`config.mk`:
```
export PLATFORM = sky130hd
export DESIGN_NAME = config_chain_loader
export DESIGN_NICKNAME = d
export VERILOG_FILES = /design/src/rtl/cfg_loader_pkg.sv /design/src/rtl/cfg_piso.sv /design/src/rtl/config_chain_loader.sv
export SDC_FILE = /design/constraint.sdc
export NUM_CORES = 1
export LEC_CHECK = 0
export BUFFER_PORTS_ARGS = -buffer_cell sky130_fd_sc_hd__buf_2
export CAP_MARGIN = 20
export CORE_ASPECT_RATIO = 1.4
export CORE_MARGIN = 2
export CORE_UTILIZATION = 55
export CTS_BUF_LIST = sky130_fd_sc_hd__clkbuf_8 sky130_fd_sc_hd__clkbuf_16
export CTS_CLUSTER_DIAMETER = 30
export DETAILED_ROUTE_END_ITERATION = 16
export HOLD_SLACK_MARGIN = 0.08
export PLACE_DENSITY = 0.87
export SETUP_SLACK_MARGIN = 0.15
export SYNTH_ARGS = -nofsm -noshare
export SYNTH_HDL_FRONTEND = slang
export SYNTH_SLANG_ARGS = --single-unit
```
`constraint.sdc`:
```
create_clock -name clk -period 2.7 [get_ports clk]
set_input_delay 0.135 -clock clk [delete_from_list [all_inputs] [get_ports clk]]
set_output_delay 0.135 -clock clk [all_outputs]
set_load 0.01 [all_outputs]
```
`src/rtl/cfg_loader_pkg.sv`:
```
// rtl/cfg_loader_pkg.sv - shared state type and sizing helper for the configuration-chain loader
package cfg_loader_pkg;

  typedef enum logic [2:0] {
    ST_IDLE  = 3'd0,
    ST_CLEAR = 3'd1,
    ST_LOAD  = 3'd2,
    ST_SHIFT = 3'd3,
    ST_DONE  = 3'd4
  } state_e;

  // Width of a counter that must represent every value from 0 to n inclusive.
  function automatic int cnt_width(input int n);
    return (n < 1) ? 1 : $clog2(n + 1);
  endfunction

endpackage

```
`src/rtl/cfg_piso.sv`:
```
// rtl/cfg_piso.sv - word register that serialises one configuration word per load
module cfg_piso
  import cfg_loader_pkg::*;
#(
  parameter int WORD_W    = 16,
  parameter int MSB_FIRST = 1
) (
  input  logic              clk,
  input  logic              reset,
  input  logic              load_i,
  input  logic              shift_i,
  input  logic [WORD_W-1:0] data_i,
  output logic              bit_o,
  output logic              last_o,
  output logic              last_next_o
);

  localparam int IW = cnt_width(WORD_W - 1);

  logic [WORD_W-1:0] data_ord;
  logic [WORD_W-1:0] sr_q, sr_d;
  logic [IW-1:0]     idx_q, idx_d;

  // Reorder the word into shift order so the register always shifts out of its MSB.
  always_comb begin
    data_ord = '0;
    for (int i = 0; i < WORD_W; i++) begin
      data_ord[i] = (MSB_FIRST != 0) ? data_i[i] : data_i[WORD_W-1-i];
    end
  end

  // Next register contents and bit index: a load restarts the word, a shift advances it.
  always_comb begin
    sr_d  = sr_q;
    idx_d = idx_q;
    if (load_i) begin
      sr_d  = data_ord;
      idx_d = '0;
    end else if (shift_i) begin
      sr_d  = {sr_q[WORD_W-2:0], 1'b0};
      idx_d = idx_q + IW'(1);
    end
  end

  // Word register and per-word bit index.
  always_ff @(posedge clk or negedge reset) begin
    if (!reset) begin
      sr_q  <= '0;
      idx_q <= '0;
    end else begin
      sr_q  <= sr_d;
      idx_q <= idx_d;
    end
  end

  // The serial bit comes straight from a flop, so it is already a registered output.
  assign bit_o       = sr_q[WORD_W-1];
  assign last_o      = (idx_q == IW'(WORD_W - 1));
  assign last_next_o = (idx_d == IW'(WORD_W - 1));

endmodule

```
`src/rtl/config_chain_loader.sv`:
```
// rtl/config_chain_loader.sv - clears a scan chain then shifts CHAIN_LEN configuration bits into it
module config_chain_loader
  import cfg_loader_pkg::*;
#(
  parameter int CHAIN_LEN  = 1024,
  parameter int WORD_W     = 16,
  parameter int CLR_CYCLES = 2,
  parameter int MSB_FIRST  = 1
) (
  input  logic                           clk,
  input  logic                           reset,
  input  logic                           start,
  input  logic                           abort,
  input  logic                           word_valid,
  input  logic [WORD_W-1:0]              word_data,
  output logic                           word_ready,
  output logic                           chain_d,
  output logic                           chain_en,
  output logic                           chain_rst_n,
  output logic                           busy,
  output logic                           done,
  output logic [cnt_width(CHAIN_LEN)-1:0] bits_left
);

  localparam int CW = cnt_width(CHAIN_LEN);
  localparam int TW = cnt_width(CLR_CYCLES);

  state_e        state_q, state_d;
  logic [CW-1:0] bits_left_q, bits_left_d;
  logic [TW-1:0] clr_cnt_q, clr_cnt_d;

  logic word_ready_q, word_ready_d;
  logic chain_en_q, chain_en_d;
  logic chain_rst_n_q, chain_rst_n_d;
  logic busy_q, busy_d;
  logic done_q, done_d;

  logic handshake;
  logic piso_shift;
  logic piso_bit;
  logic piso_last;
  logic piso_last_next;

  assign handshake  = word_valid && word_ready_q;
  assign piso_shift = (state_q == ST_SHIFT) && !piso_last;

  cfg_piso #(
    .WORD_W    (WORD_W),
    .MSB_FIRST (MSB_FIRST)
  ) u_piso (
    .clk         (clk),
    .reset       (reset),
    .load_i      (handshake),
    .shift_i     (piso_shift),
    .data_i      (word_data),
    .bit_o       (piso_bit),
    .last_o      (piso_last),
    .last_next_o (piso_last_next)
  );

  // Sequencing: clear timer, word intake, shifting and bit accounting.
  always_comb begin
    state_d     = state_q;
    bits_left_d = bits_left_q;
    clr_cnt_d   = clr_cnt_q;
    // A bit on the chain this cycle is shifted at the edge even if the load is being aborted.
    if (state_q == ST_SHIFT) begin
      bits_left_d = bits_left_q - CW'(1);
    end
    if (abort) begin
      state_d = ST_IDLE;
    end else begin
      case (state_q)
        ST_IDLE, ST_DONE: begin
          if (start) begin
            state_d     = ST_CLEAR;
            bits_left_d = CW'(CHAIN_LEN);
            clr_cnt_d   = '0;
          end
        end
        ST_CLEAR: begin
          if (clr_cnt_q == TW'(CLR_CYCLES - 1)) begin
            state_d = ST_LOAD;
          end else begin
            clr_cnt_d = clr_cnt_q + TW'(1);
          end
        end
        ST_LOAD: begin
          if (handshake) begin
            state_d = ST_SHIFT;
          end
        end
        ST_SHIFT: begin
          if (bits_left_q == CW'(1)) begin
            state_d = ST_DONE;
          end else if (piso_last) begin
            state_d = handshake ? ST_SHIFT : ST_LOAD;
          end
        end
        default: state_d = ST_IDLE;
      endcase
    end
  end

  // Output values for the coming cycle, derived from the coming state so they can be registered.
  always_comb begin
    word_ready_d  = (state_d == ST_LOAD) ||
                    ((state_d == ST_SHIFT) && piso_last_next && (bits_left_d > CW'(1)));
    chain_en_d    = (state_d == ST_SHIFT);
    chain_rst_n_d = (state_d != ST_CLEAR);
    busy_d        = (state_d == ST_CLEAR) || (state_d == ST_LOAD) || (state_d == ST_SHIFT);
    done_d        = (state_d == ST_DONE);
  end

  // State and registered outputs; chain_rst_n stays low throughout reset so the chain is cleared.
  always_ff @(posedge clk or negedge reset) begin
    if (!reset) begin
      state_q       <= ST_IDLE;
      bits_left_q   <= CW'(CHAIN_LEN);
      clr_cnt_q     <= '0;
      word_ready_q  <= 1'b0;
      chain_en_q    <= 1'b0;
      chain_rst_n_q <= 1'b0;
      busy_q        <= 1'b0;
      done_q        <= 1'b0;
    end else begin
      state_q       <= state_d;
      bits_left_q   <= bits_left_d;
      clr_cnt_q     <= clr_cnt_d;
      word_ready_q  <= word_ready_d;
      chain_en_q    <= chain_en_d;
      chain_rst_n_q <= chain_rst_n_d;
      busy_q        <= busy_d;
      done_q        <= done_d;
    end
  end

  assign word_ready  = word_ready_q;
  assign chain_d     = piso_bit;
  assign chain_en    = chain_en_q;
  assign chain_rst_n = chain_rst_n_q;
  assign busy        = busy_q;
  assign done        = done_q;
  assign bits_left   = bits_left_q;

endmodule

```
After elaboration in Yosys (flattened, before gate mapping)
Cells that the tools add are included.
{"block": "totals", "ff_bits": 41, "latch_bits": 0, "mem_bits_rw": 0, "romBits": 0, "output_inout_bits": 17, "word_cells": 62, "mem_count": 0}
{"block": "classes", "addsub": 3, "n_mul": 0, "div_mod_pow": 0, "magnitude_cmp": 1, "eq_ne": 15, "shift": 0, "muxes": 19, "bitwise_logic": 1, "n_reduce_logical": 13}
{"op": "$mux 11", "n": 4}
{"op": "$mux 16", "n": 2}
{"op": "$mux 3", "n": 6}
{"op": "$eq 3x2->1 const B", "n": 4}
{"op": "$pmux 3 s4", "n": 1}
{"op": "$eq 11x1->1 const B", "n": 1}
{"op": "$gt 11x1->1 const B", "n": 1}
{"op": "$sub 11x1->11 const B", "n": 1}
{"op": "$eq 4x4->1 const B", "n": 2}
{"op": "$mux 4", "n": 2}
{"op": "$eq 3x1->1 const B", "n": 2}
{"op": "$eq 3x3->1 const B", "n": 2}
{"op": "$add 4x1->4 const B", "n": 1}
{"op": "$logic_and 1x1->1", "n": 4}
{"op": "$mux 2", "n": 2}
{"op": "$ne 2x2->1 const B", "n": 2}
{"op": "$pmux 2 s2", "n": 1}
{"op": "$reduce_and 4->1", "n": 1}
{"op": "$reduce_bool 2->1", "n": 2}
{"op": "$logic_not 3->1", "n": 1}
{"op": "$logic_or 1x1->1", "n": 3}
{"op": "$ne 3x1->1 const B", "n": 1}
{"op": "$add 2x1->2 const B", "n": 1}
{"op": "$eq 2x1->1 const B", "n": 1}
{"op": "other kinds (4)", "n": 4}

Longest topological paths before layout
Gate-level depths: netlist of the first run.
{"block": "logic_depth", "depth_word": 10, "depth_mapped": 7}

Hierarchy
Synthesis of the first run repeated with hierarchy kept, for this count alone.
{"block": "hier_totals", "cells_unflattened": 205, "hier_area_um2": 2100.8}
{"mod": "config_chain_loader", "n_inst": 1, "cells_per_inst": 115, "area_per_inst_um2": 1162.4, "seq_area_each_um2": 526.8}
{"mod": "cfg_piso", "n_inst": 1, "cells_per_inst": 90, "area_per_inst_um2": 938.4, "seq_area_each_um2": 500.5}

Worst setup path before layout of the first run
No wires, ideal clock.
{"block": "synth_timing", "path_kind": "reg2reg", "from": "reg bits_left_q[0] (netlist: bits_left[0])", "to": "reg word_ready_q (netlist: word_ready)", "setup_time_ns": 0.139, "arrival_ns": 1.968, "required_time_ns": 2.561, "slack_ns": 0.593, "path_stages_with_launch": 8, "path_cell_list": "dfrtp_1 inv_1 ha_1 or3b_2 nor4b_1 mux2i_1 nor4_1 a211oi_1"}
{"block": "synth_between", "elab_chain_cells": 8, "word_cells_on_any_way": 15, "cone_classes": "add/sub (1); order compare (1); eq/ne (3); mux (7); reduce/logical (3)"}
{"item": "start, declared", "line_no": "config_chain_loader.sv:29", "text": "logic [CW-1:0] bits_left_q, bits_left_d;"}
{"item": "start signal, assigned", "line_no": "config_chain_loader.sv:119", "text": "bits_left_q <= CW'(CHAIN_LEN);"}
{"item": "start signal, assigned", "line_no": "config_chain_loader.sv:128", "text": "bits_left_q <= bits_left_d;"}
{"item": "$sub 11x1->11 (*)", "line_no": "config_chain_loader.sv:68", "text": "bits_left_d = bits_left_q - CW'(1);"}
{"item": "$mux 11 (*)", "line_no": "config_chain_loader.sv:67", "text": "if (state_q == ST_SHIFT) begin"}
{"item": "$mux 11", "line_no": "config_chain_loader.sv:75", "text": "if (start) begin"}
{"item": "$mux 11", "line_no": "config_chain_loader.sv:73", "text": "case (state_q)"}
{"item": "$mux 11 (*)", "line_no": "config_chain_loader.sv:70", "text": "if (abort) begin"}
{"item": "named net bits_left_d[10]", "line_no": "config_chain_loader.sv:29"}
{"item": "$gt 11x1->1 (*)", "line_no": "config_chain_loader.sv:108", "text": "((state_d == ST_SHIFT) && piso_last_next && (bits_left_d > CW'(1)));"}
{"item": "$logic_and 1x1->1 (*)", "line_no": "config_chain_loader.sv:108"}
{"item": "$logic_or 1x1->1 (*)", "line_no": "config_chain_loader.sv:107", "text": "word_ready_d = (state_d == ST_LOAD) ||"}
{"item": "named net word_ready_d", "line_no": "config_chain_loader.sv:32", "text": "logic word_ready_q, word_ready_d;"}
{"item": "end signal, assigned", "line_no": "config_chain_loader.sv:130", "text": "word_ready_q <= word_ready_d;"}
{"item": "end, declared", "line_no": "config_chain_loader.sv:32"}
The timed path passes the listed nets; every way through them passes the cells marked *.
A chain may end at the register's enable or synchronous reset.

Worst setup path after layout of the first run
Ends and elaborated chain as after synthesis.

==> summary.md, run 1 <==
| Metric | Value |
|---|---|
| Run status | `finished clean` |
| Fin area | `0.00256 mm2` |
| Asr flop ratio synth | `1.00` |
| Cell variety after synth | `43` |
| Clk pwr share | `0.221` |
| Pin count of the biggest net entering global routing | `42` |
| Worst Skew | `3.07 ps` |
| Pwr per Cell Area | `886 mW/mm2` |
| Synthesized flop and latch total | `41` |
| Wire length per cell | `13.7 um` |
| Endpoints failing setup | `0` |
| Via count | `1727` |
| Max-slew headroom | `0.416` |
| DRT Wirelength | `4120 um` |
| Iteration count of the initial detailed-routing pass | `4` |
| Fmax | `435 MHz` |
| Pint | `1.47 mW` |
| Die area | `0.00440 mm2` |
| Post-CTS setup buffer count | `0` |
| Area after DPL | `0.00236 mm2` |
| Post-Synth Adder-Cell Area | `0.0235` |
| Placed wire-length estimate | `2890 um` |
| 1st-iter DRT viols | `47` |
| XOR/XNOR Fraction of Synth Area | `0.0247` |
| Vias in the first global route | `1672` |
| Die Span Y | `77.6 um` |
| Synth Area in Compound Gates | `0.123` |
| Max FO, Critical Path | `7` |
| M1 WL | `1670 um` |
| Clock-pin slew on the worst setup and hold paths | `80 ps` |
| # port buffers | `37` |
| Synth Flop Type | `dfrtp_1` |
| First-pass GRT wire length | `7250 um` |
| Nets@finish | `283` |
| Mux share of post-synthesis cell area | `0.104` |
| Layout area overhead | `20.0%` |
| Psw | `0.792 mW` |
| Sw frac | `0.350` |
| Top sig layer | `met4` |
| CTS tree | `done` |
| Sequential share of power | `0.441` |
| Main combinational cell family by area after synthesis | `simple AND/OR/NAND/NOR gates` |
| Worst setup SP type | `flop` |
| Overflow left after global routing | `0` |
| Sequential fraction of the synthesis area | `0.482` |
| Count of final max-slew check failures | `0` |
| Comb power frac | `0.338` |
| CORE AREA | `0.00368 mm2` |
| I/O pin cnt | `38` |
| EDFF count, synth | `0` |
| H-tree level count | `2` |
| GR Util All Layers | `0.207` |
| RSZ-0062 raised after global routing | `no` |
| Post-DR vias/cell | `5.74` |
| CP arrival | `2470 ps` |
| Tightest Pin Transition | `876 ps` |
| DRC | `0` |
| RD Place Congestion | `0.783` |
| Critical path class | `reg -> reg` |
| HP Class | `in -> reg` |
| Synth Area in Simple Gates | `0.207` |
| Fin crit share | `0.852` |
| Met2 WL | `2160 um` |
| Root Buffer | `clkbuf_8` |
| Initial Util | `0.580` |
| Multi-input logic area | `0.00103 mm2` |
| Clock net sink count | `41` |
| Die W | `56.6 um` |
| Metal3 WL | `226 um` |
| Mapped cell area | `0.00213 mm2` |
| Register area | `0.00103 mm2` |
| Most frequent cells in the layout | `40 x dfrtp_1, 37 x buf_2, 32 x nor2_1` |
| Pleak | `1.24 nW` |
| Post-Syn Nets | `236` |
| Synthesis Warnings | `0` |
| Clock Path Buffers | `2` |
| Max Cap Viol | `0` |
| Critical Path End Type | `flop` |
| Post-DRT Antenna Nets | `0` |
| Post-Syn Instances | `211` |
| Final core occ | `0.696` |
| Tmin final | `2300 ps` |
| Row cnt | `26` |
| Fill cells | `288` |
| Worst vdd ir | `566 uV` |
| Most common cell after layout, fill and taps aside | `dfrtp_1` |
| Initial antenna violation count | `0` |
| Endpoints failing hold | `0` |
| TritonCTS buffer count | `5` |
| Setup_tns | `0 ps` |
| Share of post-route cells with drive strength above 1 | `0.236` |
| Clk_lat worst skew | `300 ps` |
| # diodes | `0` |
| Syn avg cell area | `10.1 um2` |
| Worst endpoint required time | `2860 ps` |
synth_stat cells (all sizes together), types with 2 or more instances:
cell / n / share of area
a21oi: 22 / 0.053
a221oi: 3 / 0.021
a41oi: 2 / 0.0082
buf: 6 / 0.015
clkbuf: 5 / 0.0088
dfrtp: 40 / 0.47
ha: 4 / 0.023
inv: 7 / 0.012
mux2i: 21 / 0.099
nand2: 12 / 0.021
nand2b: 3 / 0.0088
nand3: 5 / 0.012
nand3b: 2 / 0.013
nor2: 32 / 0.056
nor3: 6 / 0.014
nor4: 4 / 0.012
nor4b: 5 / 0.023
o21ai: 2 / 0.0047
o22ai: 2 / 0.0059
o31ai: 3 / 0.011
or3: 2 / 0.0059
or4: 4 / 0.018
xnor2: 2 / 0.0082
xor2: 4 / 0.016
critical path: stages (launching register included):
cell,delay (ps)
dfrtp_1,450
inv_1,120
ha_1,180
or3b_2,480
nor4b_1,360
mux2i_1,150
nor4_1,310
a211oi_1,120
final timing paths:
check | startpoint | to | slack [ps] | cells after the start
max | bits_left[0]$_DFF_PN0_ | word_ready$_DFF_PN0_ | 400 | 7
max in group asynchronous | reset | u_piso.idx_q[1]$_DFF_PN0_ | 1660 | 2
min in group asynchronous | reset | bits_left[3]$_DFF_PN0_ | 500 | 2
min reg2reg | clr_cnt_q[0]$_DFFE_PN0P_ | clr_cnt_q[0]$_DFFE_PN0P_ | 490 | 1
min | word_data[5] | u_piso.sr_q[5]$_DFFE_PN0P_ | 80 | 3
max reg2reg | bits_left[0]$_DFF_PN0_ | word_ready$_DFF_PN0_ | 400 | 7
per-stage QoR:
step           power [mW]  std cells  hold slack (ps)  setup WS, ps
6_report             2.27        301             82.2           399
5_1_grt              2.42        301             92.1           241
4_1_cts              2.28        301             82.0           368
3_5_place_dp         1.77        285              301           397
3_3_place_gp         1.73        285              298           533
2_1_floorplan        1.54        211             -161           593
registers in the layout (all words and copies together) (netlist names):
name / count
u_piso.idx_q: 4
busy: 1
done: 1
u_piso.sr_q: 16
bits_left: 11
word_ready: 1
chain_en: 1
clr_cnt_q: 2
chain_rst_n: 1
state_q: 3
kinds of logic after synthesis:
logic type               Yosys count
flip-flops                        41
multiplexers                      22
AND/OR/NAND/NOR                   81
buffers and inverters             18
XOR/XNOR                           6
adder cells (fa/ha/maj)            4
AO/OA/AOI/OAI                     39
final cells by class:
| type | instances | share of cell area |
|---|---|---|
| clock inverters | 3 | 0.0181 |
| inverters | 7 | 0.0103 |
| clock buffers | 5 | 0.0269 |
| multi-input cells | 152 | 0.401 |
| repair buffers | 51 | 0.121 |
| flip-flops and latches | 41 | 0.402 |
| well taps | 42 | 0.0205 |
what timing repair did:
| item | 4_1_cts | 5_1_grt |
|---|---|---|
| gates resized for setup | 0 | 0 |
| hold buffers | 8 | 0 |
| hold endpoints to repair | 47 | 0 |
metal layers:
layer	track usage	up-vias
met1	0.240	814
met2	0.360	56
li1	-	849
met3	0.0500	8
met5	0	-
met4	0.0810	0
power by group through the flow:
stage               sequential [mW]  clock, mW  combinational [mW]
global placement              0.996          0               0.736
detailed placement             1.01          0               0.757
global route                   1.03      0.535               0.853
floorplan                     0.975          0               0.567
finish                        0.999      0.500               0.766
CTS                           0.999      0.508               0.770
(Power assumes the default switching activity.)
==> inputs of run 2 (changes only) <==
- ABC_AREA: unset -> 0
- CELL_PAD_IN_SITES_DETAIL_PLACEMENT: unset -> 1
- CELL_PAD_IN_SITES_GLOBAL_PLACEMENT: unset -> 2
- CORE_UTILIZATION: 55 -> 35
==> run 2 against run 1 <==
Routed wire length increased by 21%; clock skew increased by 4.3 ps; via count unchanged; critical path type unchanged; highest routed layer unchanged.
==> summary.md, run 2 (synthesis results as in run 1) <==
| Metric | Value |
|---|---|
| Run status | `finished clean` |
| # diodes | `0 (unchanged)` |
| Worst endpoint required time | `2860 ps (about the same)` |
| First-pass GRT wire length | `8650 um (+19%)` |
| Clock-pin slew on the worst setup and hold paths | `90 ps (about the same)` |
| Top delay family on crit path | `simple AND/OR/NAND/NOR gates` |
| Most common cell after layout, fill and taps aside | `dfrtp_1` |
| Pwr Total | `2.29 mW (+1.0%)` |
| Die W | `69.9 um (+24%)` |
| Tightest Pin Transition | `908 ps (+31.7 ps)` |
| Largest register by flop count | `u_piso.sr_q` |
| DRT Wirelength | `4980 um (+21%)` |
| Post-DR vias/cell | `5.23 (-8.8%)` |
| Worst vdd ir | `326 uV (-42%)` |
| Die area | `0.00674 mm2 (+53%)` |
| Share of post-route cells with drive strength above 1 | `0.238 (+0.00294)` |
| Max-slew headroom | `0.395 (-0.0211)` |
| RSZ-0062 raised after global routing | `no` |
| GR Util All Layers | `0.163 (-0.0433)` |
| Multi-input logic area | `0.00103 mm2 (unchanged)` |
| RD Place Congestion | `0.741 (-5.4%)` |
| # port buffers | `37 (unchanged)` |
| Pleak | `1.24 nW (+0.34%)` |
| Worst setup SP type | `flop` |
| CP cell instances | `inv_1, ha_1, or3b_2, nor4b_1, mux2i_1, nor4_1, a211oi_1` |
| CP bufs+invs | `1 (unchanged)` |
| Critical-path top delay cell | `or3b_2` |
| Worst Skew | `7.40 ps (+4.33 ps)` |
| Most frequent cells in the layout | `40 x dfrtp_1, 37 x buf_2, 32 x nor2_1` |
| Fill cells | `684 (+140%)` |
| Overflow left after global routing | `0 (unchanged)` |
| Critical path class | `reg -> reg` |
| CORE AREA | `0.00586 mm2 (+59%)` |
| Max Cap Viol | `0 (unchanged)` |
| Count of final max-slew check failures | `0 (unchanged)` |
| Post-DRT Antenna Nets | `0 (unchanged)` |
| Initial Util | `0.363 (-0.216)` |
| Pin count of the biggest net entering global routing | `42 (unchanged)` |
| H-tree level count | `2 (unchanged)` |
| Fin crit share | `0.871 (+0.0186)` |
| Setup_tns | `0 ps (unchanged)` |
| DRC | `0 (unchanged)` |
| Clock Path Buffers | `2 (unchanged)` |
| Max FO, Critical Path | `7 (unchanged)` |
| Row cnt | `33 (+27%)` |
| Clock net sink count | `41 (unchanged)` |
| Cells after DPL | `314 (+10%)` |
| I/O pin cnt | `38 (unchanged)` |
| Via count | `1727 (unchanged)` |
| Vias in the first global route | `1851 (+11%)` |
| HP Class | `in -> reg` |
| CP arrival | `2510 ps (+40 ps)` |
| Pwr per Cell Area | `880 mW/mm2 (-0.65%)` |
| Die Span Y | `96.3 um (+24%)` |
| Clk_lat worst skew | `300 ps (about the same)` |
| Layout area overhead | `22.0%` |
| Endpoints failing setup | `0 (unchanged)` |
| Endpoints failing hold | `0 (unchanged)` |
| Tmin final | `2350 ps (+50.3 ps)` |
| Area after DPL | `0.00240 mm2 (+1.8%)` |
| Fin area | `0.00260 mm2 (+1.7%)` |
| Placed wire-length estimate | `3650 um (+26%)` |
| CTS tree | `done` |
| TritonCTS buffer count | `5 (unchanged)` |
| Root Buffer | `clkbuf_8` |
| Wire length per cell | `15.1 um (+10%)` |
| Hold WS | `86.9 ps (+4.73 ps)` |
| Fmax | `425 MHz (-2.1%)` |
| Initial antenna violation count | `0 (unchanged)` |
| Critical Path End Type | `flop` |
| 1st-iter DRT viols | `50 (+6.4%)` |
| Iteration count of the initial detailed-routing pass | `4 (unchanged)` |
| Nets@finish | `284 (+0.35%)` |
| Post-Layout Cell Count | `330 (+9.6%)` |
| Slowest Stage Delay on Critical Path | `480 ps (about the same)` |
| Register area | `0.00103 mm2 (unchanged)` |
| Number of flip-flops in the largest register | `16 (unchanged)` |
[run 2: changes by cell type in the layout (fill, tap and decap cells not counted), sizes merged]
| cell | previous run | this run |
|---|---|---|
| buf | 43 | 44 |
[run 2: final timing paths]
path                                     startpoint                          end  slack [ps]  depth (start not counted)
min                                   word_data[12]  u_piso.sr_q[12]$_DFFE_PN0P_          90                          3
max reg2reg                  bits_left[0]$_DFF_PN0_         word_ready$_DFF_PN0_         350                          7
min in group asynchronous                     reset       bits_left[6]$_DFF_PN0_         510                          2
max in group asynchronous                     reset    u_piso.idx_q[0]$_DFF_PN0_        1630                          2
min reg2reg                clr_cnt_q[0]$_DFFE_PN0P_     clr_cnt_q[0]$_DFFE_PN0P_         500                          1
max                          bits_left[0]$_DFF_PN0_         word_ready$_DFF_PN0_         350                          7
[run 2: final cells by class]
| type | instances | area share |
|---|---|---|
| Sequential cell | 41 | 0.395 |
| Multi-Input combinational cell | 152 | 0.395 |
| Timing Repair Buffer | 52 | 0.122 |
| Tap cell | 70 | 0.0337 |
| Clock buffer | 5 | 0.0265 |
| Clock inverter | 3 | 0.0178 |
| Inverter | 7 | 0.0101 |
[run 2: power by group]
group / internal [mW] / leakage, nW / switching (mW)
Clock: 0.277 / 0.0543 / 0.233
Combinational: 0.385 / 0.695 / 0.391
Sequential: 0.813 / 0.493 / 0.190
Total: 1.47 / 1.24 / 0.814
[run 2: worst register-to-register path, stage by stage, from the launching register on]
cell and delay [ps]:
dfrtp_1 450, inv_1 110, ha_1 160, or3b_2 480
nor4b_1 410, mux2i_1 160, nor4_1 330, a211oi_1 120
[run 2: repair_timing]
item / CTS / global route
hold buffers: 8 / 0
hold endpoints to repair: 47 / 0
buffers inserted: 0 / 0
gates resized for setup: 0 / 0
[run 2: per-stage QoR]
step | setup WS [ps] | utilization
2_1_floorplan | 593 | -
3_3_place_gp | 487 | 0.410
3_5_place_dp | 364 | 0.410
4_1_cts | 367 | 0.443
5_1_grt | 189 | 0.443
6_report | 348 | 0.443
[run 2: routing by layer]
metal / routed length, um / share of wire / global-route usage / vias to the layer above
met1: 2020 / 0.41 / 0.174 / 840
met4: 68 / 0.014 / 0.0577 / 0
met5: 0 / 0 / 0 / -
met2: 2730 / 0.55 / 0.317 / 32
met3: 160 / 0.032 / 0.0335 / 5
li1: - / - / - / 850
